File: src/rtl/matrix_mult_param_if.sv
// Host-side bundle for matrix_mult_param: load/ack handshake, input matrix bus,
// registered result and status.
interface matrix_mult_param_if #(
  parameter int DIM = 4,
  parameter int W   = 16
);
  logic                 enable;
  logic                 RW;
  logic                 acc_mode;
  logic [DIM*DIM*W-1:0] dataInBus;
  logic [DIM*DIM*W-1:0] dataOut;
  logic                 fleg;
  logic                 busy;

  modport master (output enable, RW, acc_mode, dataInBus,
                  input  dataOut, fleg, busy);
  modport slave  (input  enable, RW, acc_mode, dataInBus,
                  output dataOut, fleg, busy);
endinterface

File: src/rtl/matrix_mult_param.sv
// Square DIMxDIM unsigned matrix multiplier, one result element per cycle using
// DIM parallel multiplier lanes; optional accumulate onto the last result.
module mm_lane #(
  parameter int W = 16
) (
  input  logic [W-1:0] a,
  input  logic [W-1:0] b,
  output logic [W-1:0] p
);
  assign p = a * b;
endmodule

module matrix_mult_param #(
  parameter int DIM = 4,
  parameter int W   = 16
) (
  input  logic               clk,
  input  logic               rst_n,
  matrix_mult_param_if.slave bus
);
  localparam int IW = (DIM > 1) ? $clog2(DIM) : 1;
  localparam logic [IW-1:0] LAST = IW'(DIM - 1);

  // Packed so that element [i][j] sits at bits (i*DIM+j)*W +: W of the flat bus.
  typedef logic [DIM-1:0][DIM-1:0][W-1:0] mat_t;
  typedef enum logic [1:0] {IDLE, HAVE_A, COMPUTE, DONE} state_t;

  state_t               state, stateNext;
  mat_t                 matA, matB, resBuf, resOut, bufNext;
  logic                 accLat;
  logic [IW-1:0]        rowI, colJ;
  logic                 wr, loadA, loadB, lastElem;
  logic [DIM-1:0][W-1:0] prod;
  logic [W-1:0]         elem;
  logic                 fleg, busy;

  assign wr       = bus.enable & bus.RW;
  assign lastElem = (rowI == LAST) && (colJ == LAST);

  always_ff @(posedge clk or negedge rst_n) begin
    if (!rst_n) state <= IDLE;
    else        state <= stateNext;
  end

  always_comb begin
    stateNext = state;
    loadA     = 1'b0;
    loadB     = 1'b0;
    case (state)
      IDLE:    if (wr) begin loadA = 1'b1; stateNext = HAVE_A; end
      HAVE_A:  if (wr) begin loadB = 1'b1; stateNext = COMPUTE; end
      COMPUTE: if (lastElem) stateNext = DONE;
      DONE: if (bus.enable) begin
        loadA     = bus.RW;
        stateNext = bus.RW ? HAVE_A : IDLE;
      end
      default: stateNext = IDLE;
    endcase
  end

  for (genvar k = 0; k < DIM; k++) begin : gLane
    mm_lane #(.W(W)) uLane (
      .a(matA[rowI][k]),
      .b(matB[k][colJ]),
      .p(prod[k])
    );
  end

  // Previous result for accumulate is the published dataOut, which only moves on DONE entry.
  always_comb begin
    elem = accLat ? resOut[rowI][colJ] : '0;
    for (int k = 0; k < DIM; k++) elem = elem + prod[k];
    bufNext             = resBuf;
    bufNext[rowI][colJ] = elem;
  end

  always_ff @(posedge clk or negedge rst_n) begin
    if (!rst_n) begin
      matA   <= '0;
      matB   <= '0;
      resBuf <= '0;
      resOut <= '0;
      accLat <= 1'b0;
      rowI   <= '0;
      colJ   <= '0;
      fleg   <= 1'b0;
      busy   <= 1'b0;
    end else begin
      fleg <= (stateNext == DONE);
      busy <= (stateNext == COMPUTE);
      if (loadA) matA <= bus.dataInBus;
      if (loadB) begin
        matB   <= bus.dataInBus;
        accLat <= bus.acc_mode;
        rowI   <= '0;
        colJ   <= '0;
      end
      if (state == COMPUTE) begin
        resBuf <= bufNext;
        if (colJ == LAST) begin
          colJ <= '0;
          rowI <= rowI + 1'b1;
        end else begin
          colJ <= colJ + 1'b1;
        end
        // Last element lands in the same edge that publishes the result.
        if (lastElem) resOut <= bufNext;
      end
    end
  end

  assign bus.dataOut = resOut;
  assign bus.fleg    = fleg;
  assign bus.busy    = busy;
endmodule

File: src/flat_wrapper.sv
// flat-port wrapper written by rule: the top's interface ports become plain ports
module matrix_mult_param_flat 
#(
  parameter int DIM = 4,
  parameter int W   = 16
)
  (clk, rst_n, bus_enable, bus_RW, bus_acc_mode, bus_dataInBus, bus_dataOut, bus_fleg, bus_busy);
  matrix_mult_param_if #(.DIM(DIM), .W(W)) bus_i ();
  input  logic clk;
  input  logic rst_n;
  input wire logic [$bits(bus_i.enable)-1:0] bus_enable;
  input wire logic [$bits(bus_i.RW)-1:0] bus_RW;
  input wire logic [$bits(bus_i.acc_mode)-1:0] bus_acc_mode;
  input wire logic [$bits(bus_i.dataInBus)-1:0] bus_dataInBus;
  output wire logic [$bits(bus_i.dataOut)-1:0] bus_dataOut;
  output wire logic [$bits(bus_i.fleg)-1:0] bus_fleg;
  output wire logic [$bits(bus_i.busy)-1:0] bus_busy;
  assign bus_i.enable = bus_enable;
  assign bus_i.RW = bus_RW;
  assign bus_i.acc_mode = bus_acc_mode;
  assign bus_i.dataInBus = bus_dataInBus;
  assign bus_dataOut = bus_i.dataOut;
  assign bus_fleg = bus_i.fleg;
  assign bus_busy = bus_i.busy;
  matrix_mult_param #(.DIM(DIM), .W(W)) u_core (.clk(clk), .rst_n(rst_n), .bus(bus_i));
endmodule
File: config.mk
export PLATFORM = sky130hd
export DESIGN_NAME = matrix_mult_param_flat
export DESIGN_NICKNAME = d
export VERILOG_FILES = /design/src/rtl/matrix_mult_param_if.sv /design/src/rtl/matrix_mult_param.sv /design/src/flat_wrapper.sv
export SDC_FILE = /design/constraint.sdc
export NUM_CORES = 2
export LEC_CHECK = 0
export ABC_AREA = 0
export ABC_CLOCK_PERIOD_IN_PS = 11900
export BUFFER_PORTS_ARGS = -buffer_cell sky130_fd_sc_hd__buf_2
export CORE_UTILIZATION = 35
export CTS_CLUSTER_DIAMETER = 60
export DETAILED_ROUTE_END_ITERATION = 8
export PLACE_DENSITY = 0.53
export RECOVER_POWER = 100
export SLEW_MARGIN = 20
export SYNTH_ARGS = -nofsm -noshare
export SYNTH_HDL_FRONTEND = slang
export SYNTH_SLANG_ARGS = --single-unit
File: constraint.sdc
create_clock -name clk -period 11.9 [get_ports clk]
set_input_delay 1.19 -clock clk [delete_from_list [all_inputs] [get_ports clk]]
set_output_delay 1.19 -clock clk [all_outputs]
set_load 0.005 [all_outputs]
==> results.py <==
metrics = {
    "status": {
        "outcome": "finished with violations",
        "violations": "capacitance limit, slew limit",
    },
    "synth": {
        "postSynthAreaPerCell_sq_um": 10.40,
        "synth_fa_ha_area_share_pct": 17.27,
        "synth-compound-area-share_pct": 5.678,
        "synthXorXnorAreaFrac_pct": 1.989,
        "synth-edff-count": 0,
        "synth_most_common_cell": "nand2_1",
        "synth_top_area_share_pct": 41.57,
        "ys_seq_area_share_pct": 41.57,
        "synth_top_cells_by_area": "dfrtp_1 42%, fa_1 13%, nand2_1 9.0%, mux4_2 7.7%, mux2_2 5.5%",
        "synth_mux_area_share_pct": 14.17,
        "syn_nets": 6752,
        "synth.largest_area_cell": "dfrtp_1",
        "synth_cell_types": 36,
        "synthArstFlopShare_pct": 100.0,
        "yosys_register_bits": 1017,
        "synth_cells": 5889,
        "synth_ff_type": "dfrtp_1",
        "yosys-top-cells-count": "1473 x nand2_1, 1017 x dfrtp_1, 528 x inv_1, 424 x o21ai_0, 405 x fa_1",
        "synth_top_family_by_area": "adder cells",
        "synth_warnings": 0,
        "synth_simple_gate_area_share_pct": 13.59,
        "syn_area_sq_um": 61220,
    },
    "placement": {
        "place_congestion": 0.9576,
        "dpl.hpwl_mm": 169.0,
        "port_buffers": 518,
        "dp_cells": 8440,
        "postPlaceCellArea_sq_um": 66080,
    },
    "routing": {
        "drt_pass1_iterations": 6,
        "drt_drc_violations_left": 0,
        "vias": 44710,
        "drt-initial-drc-count": 4066,
        "routed_wirelength_mm": 220.2,
        "wire_per_inst_um": 25.42,
        "routed_via_density": 5.161,
        "drtAntennaViolNets": 0,
    },
    "sta": {
        "fin_skew_ns": 0.05013,
        "timing.fmax_mhz": 92.92,
        "setup_viol": 0,
        "post-route-period-util_pct": 90.44,
        "rsz0062_at_grt": "false",
        "worstMarginPinSlew_ns": 9.165,
        "final_max_slew_viol_count": 1956,
        "fin_setup_tns_ns": 0,
        "finalHoldViolCount": 0,
        "maxSlewHeadroom_pct": -511.0,
        "period_needed_ns": 10.76,
    },
    "clock_network": {
        "postCtsSetupRepairBufs": 0,
        "cts_resized": 0,
        "h-tree-depth": 3,
        "clockBufferDepth": 3,
        "root_buffer": "clkbuf_16",
        "clock_sinks": 1017,
        "clk_pin_slew_ns": 0.06,
        "clkLatencyLatePin_ns": 0.77,
        "cts_hold_buf": 0,
        "cts_tree": "yes",
        "cts_buffers": 115,
    },
    "layout": {
        "multi_input_area_sq_um": 32350,
        "final_cell_area_sq_um": 69700,
        "drive_above_1_share_pct": 17.72,
        "fin_cells": 8664,
        "syn_to_final_growth_pct": 13.85,
        "seq_area_sq_um": 25460,
        "fill_cells": 17350,
        "num-nets-final": 7097,
    },
    "critical_path": {
        "cp.arrival_ns": 11.41,
        "timing.reg2reg.setup_slack_ns": 1.14,
        "reg2reg_from": "u_core.state[1]",
        "crit_path_end_kind": "flop",
        "start_kind": "flop",
        "critical_path_required_ns": 12.54,
        "reg2reg_to": "u_core.matB[156]",
        "worstRegToRegCells": 7,
        "worstSetupPathType": "flop to flop",
        "path_max_fanout": 161,
    },
    "global_routing": {
        "antenna_found_initial": 21,
        "overflow": 0,
        "grtUsageTotal_pct": 24.90,
        "first_global_vias": 43570,
        "grt_pass1_wl_mm": 317.0,
        "grt_start_max_net_pins": 255,
    },
    "die": {
        "row_count": 153,
        "ios": 519,
        "die_y_um": 420.2,
        "core_area_sq_um": 173800,
        "initial_core_util_pct": 35.22,
        "dieWidth_um": 420.2,
        "dieArea_sq_um": 176600,
    },
    "run": {
        "max_cap_viol_count": 29,
    },
    "min_path": {
        "min_to": "u_core.resBuf[78]",
        "whs_path_depth": 2,
        "hold_path.startpoint": "u_core.resBuf[78]",
        "hold_class": "flop to flop",
    },
}
## layout make-up
| cell class | count | share of cell area, % |
|---|---|---|
| Inverter | 529 | 2.849 |
| Clock inverter | 40 | 0.8617 |
| Timing Repair Buffer | 603 | 4.237 |
| Tap cell | 2325 | 4.174 |
| Clock buffer | 174 | 4.894 |
| Sequential cell | 1017 | 36.54 |
| Antenna cell | 8 | 0.02872 |
| Multi-Input combinational cell | 3968 | 46.42 |
## state kept, by name (all words and copies together), names as in the netlist
name and count:
u_core.bus.dataOut 256, u_core.matA 256, u_core.matB 256, u_core.resBuf 240, u_core.colJ 2, u_core.rowI 2
u_core.state 2, u_core.accLat 1, u_core.bus.busy 1, u_core.bus.fleg 1
## critical path, stage by stage (launching register included)
cell,delay (ns)
dfrtp_1,0.40
inv_1,0.10
ha_1,0.24
nand3_1,1.18
clkbuf_1,2.13
clkbuf_1,5.52
nand2_1,0.42
nand2_1,0.27
## logic make-up after synthesis
kind of cell | after synthesis
AND/OR/NAND/NOR | 1986
flip-flops | 1017
buffers and inverters | 904
AO/OA/AOI/OAI | 672
adder cells (fa/ha/maj) | 602
multiplexers | 569
XOR/XNOR | 139
## cell usage in the layout, fill, tap and decap left out, types with 18 or more instances in the layout
cell type and n:
a21oi_1 189, and2_1 304, and3_1 18, buf_2 352, buf_4 50, clkbuf_1 220, clkbuf_16 116, clkbuf_8 29
dfrtp_1 1013, fa_1 405, ha_1 197, inv_1 528, mux2_2 301, mux2i_1 60, mux4_2 208, nand2_1 1473
nand3_1 21, nor2_1 155, o21ai_0 439, o31ai_1 18, xnor2_1 109, xor2_1 20
## stage by stage
step                worst slack [ns]  util [%]  hold slack (ns)
CTS                            1.647     40.33           0.4601
floorplan                      2.926         -           0.4403
detailed placement             1.678     38.02           0.4567
global placement               1.730     38.02           0.4512
global route                  0.6156     40.09           0.4911
finish                         1.138     40.10           0.4731
## worst max-delay path by stage
| stage | end | from | cells past startpoint | slack, ns |
|---|---|---|---|---|
| after floorplan | u_core.bus.dataOut[14] | u_core.rowI[0] | 33 | 2.93 |
| after global placement | u_core.resBuf[190] | u_core.colJ[0] | 29 | 1.73 |
| after global routing | u_core.matB[44] | rst_n | 3 | 0.62 |
| after detailed placement | u_core.resBuf[158] | u_core.colJ[0] | 29 | 1.68 |
| final | u_core.matB[156] | u_core.state[1] | 7 | 1.14 |
| after CTS | u_core.resBuf[206] | u_core.colJ[0] | 29 | 1.65 |
## per-layer routing
metal	GRT usage [%]	wire length (um)
met2	36.61	97290
met3	6.564	17630
met1	34.46	94650
met5	0	79
met4	10.84	10590
Power is not shown: default switching activity piles up to over one toggle a cycle in this logic, so the estimate is an artifact.
